### src/rtl/multiply_tokens.sv
// Serial token multiplier: every input token on a becomes FACTOR tokens on b.
// Tokens that cannot be emitted at once wait in a saturating backlog counter.
module multiply_tokens #(
  parameter int FACTOR = 2,
  parameter int CNT_W  = 4
) (
  input  logic             clk,
  input  logic             rst,
  input  logic             a,
  output logic             b,
  output logic [CNT_W-1:0] pending,
  output logic             idle,
  output logic             overflow
);

  // Wide enough that c + FACTOR never wraps before the saturation compare
  localparam int W = CNT_W + $clog2(FACTOR + 1) + 1;
  localparam logic [W-1:0] MAXP = W'((1 << CNT_W) - 1);
  localparam logic [W-1:0] ADD  = W'(FACTOR);

  logic [CNT_W-1:0] c;
  logic             ovf;
  logic [W-1:0]     nxt;

  assign b        = !rst && (a || (c != '0));
  assign idle     = (c == '0) && !a;
  assign pending  = c;
  assign overflow = ovf;

  always_comb begin
    nxt = {{(W-CNT_W){1'b0}}, c} + (a ? ADD : '0) - (b ? W'(1) : '0);
  end

  always_ff @(posedge clk) begin
    if (rst) begin
      c   <= '0;
      ovf <= 1'b0;
    end else if (nxt > MAXP) begin
      c   <= MAXP[CNT_W-1:0];
      ovf <= 1'b1;
    end else begin
      c   <= nxt[CNT_W-1:0];
    end
  end

endmodule

### config.mk
export PLATFORM = sky130hd
export DESIGN_NAME = multiply_tokens
export DESIGN_NICKNAME = d
export VERILOG_FILES = /design/src/rtl/multiply_tokens.sv
export SDC_FILE = /design/constraint.sdc
export NUM_CORES = 1
export LEC_CHECK = 0
export BUFFER_PORTS_ARGS = -buffer_cell sky130_fd_sc_hd__buf_2
export CAP_MARGIN = 10
export CORE_AREA = 2 2 39 41
export DETAILED_ROUTE_END_ITERATION = 10
export DIE_AREA = 0 0 41 43
export PLACE_DENSITY = 0.55
export SLEW_MARGIN = 20
export SYNTH_ARGS = -nofsm -noshare
export SYNTH_HDL_FRONTEND = slang
export SYNTH_SLANG_ARGS = --single-unit
### constraint.sdc
create_clock -name clk -period 4.7 [get_ports clk]
set_input_delay 0.94 -clock clk [delete_from_list [all_inputs] [get_ports clk]]
set_output_delay 0.94 -clock clk [all_outputs]
set_load 0.03 [all_outputs]
After elaboration in Yosys (flattened, before gate mapping)
Cells that the tools add are included.
{"block": "word_totals", "ram_bits": 0, "n_memories": 0, "romBits": 0, "output_inout_bits": 7, "latch_bits": 0, "reg_bits": 5, "inputBits": 3}
{"block": "op_classes", "multipliers": 0, "div_mod_pow": 0, "muxes": 3, "n_bitwise": 0, "n_reduce_logical": 7, "order_cmp": 1, "addsub": 2, "n_shift": 0, "n_eq_ne": 0}
{"cell": "$gt 7x4->1 const B", "count": 1}
{"cell": "$sub 5x1->6", "count": 1}
{"cell": "$add 4x2->5", "count": 1}
{"cell": "$logic_not 4->1", "count": 1}
{"cell": "$mux 4", "count": 1}
{"cell": "$reduce_bool 4->1", "count": 1}
{"cell": "$logic_and 1x1->1", "count": 2}
{"cell": "$logic_not 1->1", "count": 2}
{"cell": "$mux 2", "count": 1}
{"cell": "$logic_or 1x1->1", "count": 1}
{"cell": "$mux 1", "count": 1}

Logic depth before layout (Yosys ltp)
Gate-level depths: netlist (run 1).
{"block": "depth", "ltp_word": 7, "depth_mapped": 11}

Worst setup path before layout (run 1)
Ideal clock, no wire load.
{"block": "synth_timing", "path_kind": "in2reg", "start": "input port a", "end": "register c[2], in the netlist pending[2]", "cell_stages": 8, "n_path_buf": 0, "required_ns": 4.554, "slack_ns": 0.934, "arrival_time_ns": 3.620, "path_cell_list": "nor4b_1 nor2_1 ha_1 inv_1 ha_1 fa_1 nor2_1 a31oi_1"}
{"block": "synth_between", "elab_chain_cells": 6, "elab_cells_between_ends": 8, "classes_between": "add/sub (2); order compare (1); mux (3); reduce/logical (2)"}
{"item": "from (decl)", "line_no": "9", "source": "input logic a,"}
{"item": "$logic_or 1x1->1 *", "line_no": "25", "source": "assign b = !rst && (a || (c != '0));"}
{"item": "$logic_and 1x1->1 *", "line_no": "25"}
{"item": "net b", "line_no": "10", "source": "output logic b,"}
{"item": "$mux 1 *", "line_no": "31", "source": "nxt = {{(W-CNT_W){1'b0}}, c} + (a ? ADD : '0) - (b ? W'(1) : '0);"}
{"item": "$sub 5x1->6 *", "line_no": "31"}
{"item": "$gt 7x4->1", "line_no": "38", "source": "end else if (nxt > MAXP) begin"}
{"item": "$mux 4 *", "line_no": "38"}
{"item": "to (signal assigned)", "line_no": "39", "source": "c <= MAXP[CNT_W-1:0];"}
{"item": "to (signal assigned)", "line_no": "42", "source": "c <= nxt[CNT_W-1:0];"}
{"item": "to (decl)", "line_no": "21", "source": "logic [CNT_W-1:0] c;"}
Mark *: on every way through the listed nets, which the timed path passes. The rest lies on a longest branch.
A chain may end at the register's enable or synchronous reset.

Worst setup path after layout (run 1)
{"block": "layout_timing", "start": "input port a", "end": "output port b"}
{"block": "layout_between", "elab_chain_cells": 2}
{"item": "$logic_or 1x1->1", "line_no": "25"}
{"item": "$logic_and 1x1->1", "line_no": "25"}
{"item": "to (decl)", "line_no": "10"}
Every way passes these cells.

==> results of run 1 <==
==> per-stage QoR <==
step | util [%] | instance area, um^2 | cells
after floorplan | - | 358 | 39
final | 32.5 | 449 | 68
after global placement | 30.6 | 423 | 64
after detailed placement | 30.6 | 423 | 64
after CTS | 32.5 | 449 | 68
after global routing | 32.5 | 449 | 68
==> synthesized netlist by cell type <==
master and n:
and3b_1 1, ha_1 7, nor2_1 5, o31ai_1 1, nor4b_1 1, inv_1 8
and2b_4 1, dfxtp_1 5, a31oi_1 5, mux2_2 1, nor2b_1 2, fa_1 1
or4_4 1
==> worst min path at each step <==
stage | to | cells after the start | slack, ns
2_1_floorplan | overflow | 2 | 0.64
5_1_grt | overflow | 2 | 0.58
3_5_place_dp | overflow | 2 | 0.52
3_3_place_gp | overflow | 2 | 0.52
4_1_cts | overflow | 2 | 0.54
6_report | overflow | 2 | 0.53
==> worst max-delay path: stages <==
cell and delay (ns):
buf_2 0.10, nor4b_1 0.39, nor2_1 0.10, buf_2 0.19
==> flip-flops by register name (all words and copies together) (netlist names) <==
name      count
pending       4
overflow      1
==> cell type report <==
cell class,instances,area [um^2]
Inverter,8,30.0
Sequential cell,5,100
Clock buffer,4,26.3
Timing Repair Buffer,9,45.0
Fill cell,161,935
Tap cell,16,20.0
Multi-Input combinational cell,26,228
==> metal layers <==
layer	up-vias	share of wire, %	global-route usage [%]
met4	0	2.0	10.0
met5	-	0	0
met1	150	47	14.8
met2	7	48	14.7
li1	158	-	-
met3	2	3.2	1.57
==> kinds of logic after synthesis <==
family	count (synthesis)	synth area share [%]
and+or+nand+nor	11	19.6
buffers and inverters	8	8.39
adders and majority gates	8	30.1
AOI/OAI and AO/OA	6	10.8
DFF	5	28.0
muxes	1	3.15
==> impl_metrics.toml, run 1 <==
[status]
run_status = "finished clean"

[critical_path]
r2r-end = "overflow"
path_max_fanout = 2
crit_end = "b"
worstSetupEndpointType = "output port"
start_kind = "input port"
crit_required_ns = 3.76
r2r_start = "pending[2]"
reg2regPathDepth = 10
critPathKind = "in -> out"
rrSetupSlack_ns = 2.36
critPathLaunch = "a"
cp.arrival_ns = 1.72

[die]
coreArea_um2 = 1380
io_pins = 10
std_cell_rows = 14
initial_core_util_pct = 25.9
die_x_um = 41
die-area_um2 = 1760
die_h_um = 43

[grt]
grt_pass1_vias = 331
antenna_found_initial = 0
grt_util_all_layers_pct = 11.2
grt_pass1_wl_mm = 1.32
grt-ovfl-total = 0
grt_max_degree = 7

[cells_and_area]
final_nets = 64
final_common_cell = "buf_2"
drive_gt1_share_pct = 28.8
antenna_cells = 0
area_growth_pct = 25.5
final_cell_mix = "buf_2 (9), inv_1 (8), ha_1 (7)"

[synthesis]
syn_area_per_cell_um2 = 9.18
ys_types = 13
postSynthCellCount = 39
synth_area_leaders = "dfxtp_1 (28%), ha_1 (24%), a31oi_1 (8.7%)"
ys_ff_latch = 5
synth_top_area_share_pct = 28.0
ys_seq_area_share_pct = 28.0
yosys_warnings = 0
synthesis.area_um2 = 358
syn_nets = 50
yosysTopAreaCell = "dfxtp_1"

[cts]
htreeDepth = 1
cts_resized = 0
insertion_delay_ns = 0.25
clkSinkCount = 5
holdBufCountCts = 0
path_clk_slew_ns = 0.05
cts_tree = "done"
clockRootBuffer = "clkbuf_4"
cts_buffers = 3
clockBufferDepth = 2
postCtsSetupBuffers = 0

[timing]
max_freq_mhz = 375
min_period_ns = 2.66
setup_violations = 0
fin_skew_ns = 0.00544
rsz0062_at_grt = "no"
max_slew_margin_pct = 60.5
setup_ws_ns = 2.04
tightest_slew_ns = 0.588
setup_tns_ns = 0
drv_slew = 0
fin_crit_sh_pct = 56.7
hold_viol = 0
hold_slack_ns = 0.533

[placed_design]
pre_cts_slack_ns = 1.95
io_buffer_count = 9
dpl.hpwl_um = 553
gp_congestion = 0.687

[min_path]
min_path_type = "reg -> reg"
hp-start = "overflow"

[detailed_routing]
first_pass_iters = 4
first_iter_violations = 13
via_per_inst = 4.66
routed_wl_um = 692
wl_per_cell_um = 10.2
drc = 0
ant_nets = 0
vias = 317

[job]
max-cap-violations = 0
Power of run 1 is left out: the tool's default activity adds up to more than one toggle a clock period on the data nets, which glitch-free logic cannot reach.
==> run 2: changes to the inputs <==
--- a/config.mk
+++ b/config.mk
@@ -5,12 +5,13 @@
 export SDC_FILE = /design/constraint.sdc
 export NUM_CORES = 1
 export LEC_CHECK = 0
+export ABC_AREA = 1
 export BUFFER_PORTS_ARGS = -buffer_cell sky130_fd_sc_hd__buf_2
 export CAP_MARGIN = 10
 export CORE_AREA = 2 2 39 41
 export DETAILED_ROUTE_END_ITERATION = 10
 export DIE_AREA = 0 0 41 43
-export PLACE_DENSITY = 0.55
+export PLACE_DENSITY = 0.6
 export SLEW_MARGIN = 20
 export SYNTH_ARGS = -nofsm -noshare
 export SYNTH_HDL_FRONTEND = slang
==> constraint.sdc (replaced) <==
create_clock -name clk -period 2.2 [get_ports clk]
set_input_delay 0.44 -clock clk [delete_from_list [all_inputs] [get_ports clk]]
set_output_delay 0.44 -clock clk [all_outputs]
set_load 0.03 [all_outputs]
==> impl_metrics.toml, run 2 <==
[critical_path]
worst-path-buf-inv = 3
critical-path-top-delay-family = "adder cells"
slowest_delay_ns = 0.40
path_cells = "inv_4 -> ha_4 -> nand3_2 -> nor2_4 -> nor2_4 -> ha_2 -> inv_1 -> ha_2 -> fa_2 -> xor2_1 -> nand4_1 -> nand2_1 -> inv_1"
path_max_fanout = 4
cp.arrival_ns = 2.12
crit_required_ns = 2.33
worstSetupEndpointType = "register"
cpMaxStageDelayCell = "fa_2"
critPathKind = "reg -> reg"
start_kind = "register"

[cts]
cts_tree = "done"
path_clk_slew_ns = 0.04
cts_resized = 0
cts_buffers = 3
clockBufferDepth = 2
postCtsSetupBuffers = 0
clockRootBuffer = "clkbuf_4"
htreeDepth = 1
clkSinkCount = 5
holdBufCountCts = 0
insertion_delay_ns = 0.24

[synthesis]
yosys.area_share.simple_pct = 27.9
synth_edf_count = 0
synthMuxAreaShare_pct = 0
yosysTopAreaCell = "dfxtp_1"
synth_compound_area_share_pct = 0
syn_nets = 65
ys_types = 14
postSynthCellCount = 54
syn_area_per_cell_um2 = 7.39
ys_ff_latch = 5
yosys_warnings = 0
synth_xor_area_share_pct = 2.19
synthesis.area_um2 = 399
netlist_top_cells_count = "inv_1 (15), nand2_1 (8), ha_1 (7), dfxtp_1 (5), nand4_1 (5)"
synthMostInstantiatedCell = "inv_1"
ys_seq_area_share_pct = 25.1
synth_top_family_by_area = "simple AND/OR/NAND/NOR gates"
synthAdderAreaFrac_pct = 27.0
synth_area_leaders = "dfxtp_1 (25%), ha_1 (22%), inv_1 (14%)"
synthArstFlopShare_pct = 0
ys.flop_type = "dfxtp_1"
synth_top_area_share_pct = 25.1

[detailed_routing]
via_per_inst = 4.05
wl_per_cell_um = 7.72
ant_nets = 0
drc = 0
vias = 336
first_iter_violations = 0
routed_wl_um = 641
first_pass_iters = 1

[die]
io_pins = 10
initial_core_util_pct = 28.8
die-area_um2 = 1760
die_x_um = 41
die_h_um = 43
coreArea_um2 = 1380
std_cell_rows = 14

[cells_and_area]
final_common_cell = "inv_1"
final_cell_mix = "inv_1 (13), buf_2 (9), nand2_1 (8)"
fillCellCount = 153
largest_register_ffs = 4
final_nets = 79
drive_gt1_share_pct = 43.3
area_growth_pct = 36.1
antenna_cells = 0

[job]
max-cap-violations = 0

[timing]
hold_viol = 0
setup_tns_ns = 0
max_slew_margin_pct = 89.7
drv_slew = 0
setup_violations = 0
rsz0062_at_grt = "no"
fin_skew_ns = 0.00376
fin_crit_sh_pct = 90.2
tightest_slew_ns = 0.155
min_period_ns = 1.98
max_freq_mhz = 504

[grt]
grt_pass1_wl_mm = 1.19
grt_util_all_layers_pct = 10.4
grt-ovfl-total = 0
grt_max_degree = 6
antenna_found_initial = 0
grt_pass1_vias = 302

[placed_design]
io_buffer_count = 9
gp_congestion = 0.726
dpl.hpwl_um = 584

[status]
run_status = "finished clean"

[min_path]
min_path_type = "in -> reg"
## run 2: cell count changes after synthesis, moves of 2 or more
cell      before  now
nand2_1        0    8
inv_1          8   15
a31oi_1        5    0
nand4_1        0    5
clkinv_1       0    2
inv_2          0    2
nand2_2        0    2
nor2_1         5    3
nor2b_1        2    0
## run 2: worst paths after layout
path,depth (start not counted),start,slack [ns],to
worst max-delay path,13,pending[2],0.22,pending[3]
worst min register to register,4,overflow,0.56,overflow
worst max register to register,13,pending[2],0.22,pending[3]
worst min-delay path,4,rst,0.55,pending[2]
## run 2: tightest hold or removal path, stage by stage
cell and delay [ns]:
buf_2 0.12, clkinv_1 0.10, nand2_1 0.06, inv_1 0.04
## run 2: final cells by class
| cell class | instances | area [um^2] | share of cell area (%) |
|---|---|---|---|
| Multi-Input combinational cell | 30 | 268 | 49.3 |
| Sequential cell | 5 | 108 | 19.8 |
| Inverter | 19 | 76.3 | 14.1 |
| Timing Repair Buffer | 9 | 45.0 | 8.29 |
| Clock buffer | 4 | 26.3 | 4.84 |
| Tap cell | 16 | 20.0 | 3.69 |
## run 2: cells by family after synthesis
family | Yosys count
buffers and inverters | 19
XOR/XNOR | 1
flip-flops | 5
adder cells (fa/ha/maj) | 8
AND/OR/NAND/NOR | 21
## run 2: through the flow
stage / std cells / setup WS (ns) / utilization (%) / hold WS (ns) / area [um^2]
3_5_place_dp: 79 / 0.204 / 37.3 / 0.557 / 517
3_3_place_gp: 79 / 0.215 / 37.3 / 0.551 / 517
4_1_cts: 83 / 0.193 / 39.2 / 0.550 / 543
5_1_grt: 83 / 0.0591 / 39.2 / 0.551 / 543
6_report: 83 / 0.217 / 39.2 / 0.553 / 543
2_1_floorplan: 54 / 0.0160 / - / 0.618 / 452
## run 2: layer usage
metal | share of wire [%] | track usage (%) | vias to the layer above
met4 | 0 | 8.00 | 0
met2 | 50 | 14.4 | 5
met3 | 3.7 | 4.71 | 0
met5 | 0 | 0 | -
met1 | 46 | 11.6 | 143
li1 | - | - | 188
Power of run 2 is left out for the same reason.
==> run 3: changes to the inputs <==
--- a/config.mk
+++ b/config.mk
@@ -9,6 +9,7 @@
 export BUFFER_PORTS_ARGS = -buffer_cell sky130_fd_sc_hd__buf_2
 export CAP_MARGIN = 10
 export CORE_AREA = 2 2 39 41
+export CTS_BUF_LIST = sky130_fd_sc_hd__clkbuf_8
 export DETAILED_ROUTE_END_ITERATION = 10
 export DIE_AREA = 0 0 41 43
 export PLACE_DENSITY = 0.6
==> impl_metrics.toml, run 3 (synthesized netlist as in run 2, its figures left out) <==
[status]
run_status = "finished clean"

[critical_path]
cp.arrival_ns = 2.10
worstSetupEndpointType = "register"
r2r_start = "pending[2]"
start_kind = "register"
r2r-end = "pending[2]"
critPathKind = "reg -> reg"
path_max_fanout = 4
reg2regPathDepth = 13
rrSetupSlack_ns = 0.22
crit_required_ns = 2.32

[cells_and_area]
antenna_cells = 0
fin_area_um2 = 562
area_growth_pct = 40.8
drive_gt1_share_pct = 43.3
largest_register_ffs = 4
final_nets = 79
final_cell_mix = "inv_1 (14), buf_2 (9), nand2_1 (8)"
final_common_cell = "inv_1"

[timing]
max_freq_mhz = 504
max_slew_margin_pct = 89.7
hold_slack_ns = 0.558
setup_ws_ns = 0.217
tightest_slew_ns = 0.155
min_period_ns = 1.98
setup_tns_ns = 0
drv_slew = 0
fin_skew_ns = 0.00272
fin_crit_sh_pct = 90.1
rsz0062_at_grt = "no"
hold_viol = 0
setup_violations = 0

[min_path]
min_path_type = "reg -> reg"
hp-start = "overflow"
whs_endpoint = "overflow"
hold_depth = 4

[cts]
htreeDepth = 1
insertion_delay_ns = 0.22
clockBufferDepth = 2
holdBufCountCts = 0
cts_resized = 0
postCtsSetupBuffers = 0
cts_buffers = 3
clkSinkCount = 5
clockRootBuffer = "clkbuf_8"
path_clk_slew_ns = 0.03
cts_tree = "done"

[detailed_routing]
drc = 0
via_per_inst = 4.07
ant_nets = 0
routed_wl_um = 650
first_iter_violations = 0
vias = 338
first_pass_iters = 1
wl_per_cell_um = 7.83

[die]
die_h_um = 43
std_cell_rows = 14
coreArea_um2 = 1380
initial_core_util_pct = 28.8
die-area_um2 = 1760
die_x_um = 41
io_pins = 10

[grt]
grt_max_degree = 6
antenna_found_initial = 0
grt_util_all_layers_pct = 10.4
grt-ovfl-total = 0
grt_pass1_vias = 307
grt_pass1_wl_mm = 1.19

[job]
max-cap-violations = 0

[placed_design]
placed_cell_area_um2 = 517
gp_congestion = 0.726
io_buffer_count = 9
dpl.hpwl_um = 584
pre_cts_slack_ns = 0.204
## run 3: critical path, cell delays in order (launching register included)
cell,delay [ns]
dfxtp_4,0.35
inv_4,0.08
ha_4,0.13
nand3_2,0.07
nor2_4,0.13
nor2_4,0.05
ha_2,0.15
inv_1,0.05
ha_2,0.19
fa_2,0.41
inv_1,0.07
nand4_1,0.09
nand2_1,0.06
inv_1,0.04
## run 3: worst max-delay path by stage
stage	from	endpoint	slack [ns]	cells after the start
global placement	pending[2]	pending[2]	0.21	13
finish	pending[2]	pending[2]	0.22	13
global route	pending[2]	pending[2]	0.06	13
detailed placement	pending[2]	pending[2]	0.20	13
CTS	pending[2]	pending[3]	0.19	13
floorplan	pending[2]	pending[2]	0.02	13
## run 3: routing by layer
metal  track usage, %  wire, um
met3             4.71        30
met5                0         0
met1             11.6       298
met4             8.00        16
met2             14.4       304
## run 3: area by class of cell
type	instances	area, um^2
Fill cell	152	822
Multi-Input combinational cell	30	268
Sequential cell	5	108
Inverter	19	76.3
Timing Repair Buffer	9	45.0
Clock buffer	3	41.3
Tap cell	16	20.0
Clock inverter	1	3.75
## run 3: through the flow
step / instances / utilization [%]
5_1_grt: 83 / 40.6
4_1_cts: 83 / 40.6
3_3_place_gp: 79 / 37.3
6_report: 83 / 40.6
2_1_floorplan: 54 / -
3_5_place_dp: 79 / 37.3
Power of run 3 is left out for the same reason.
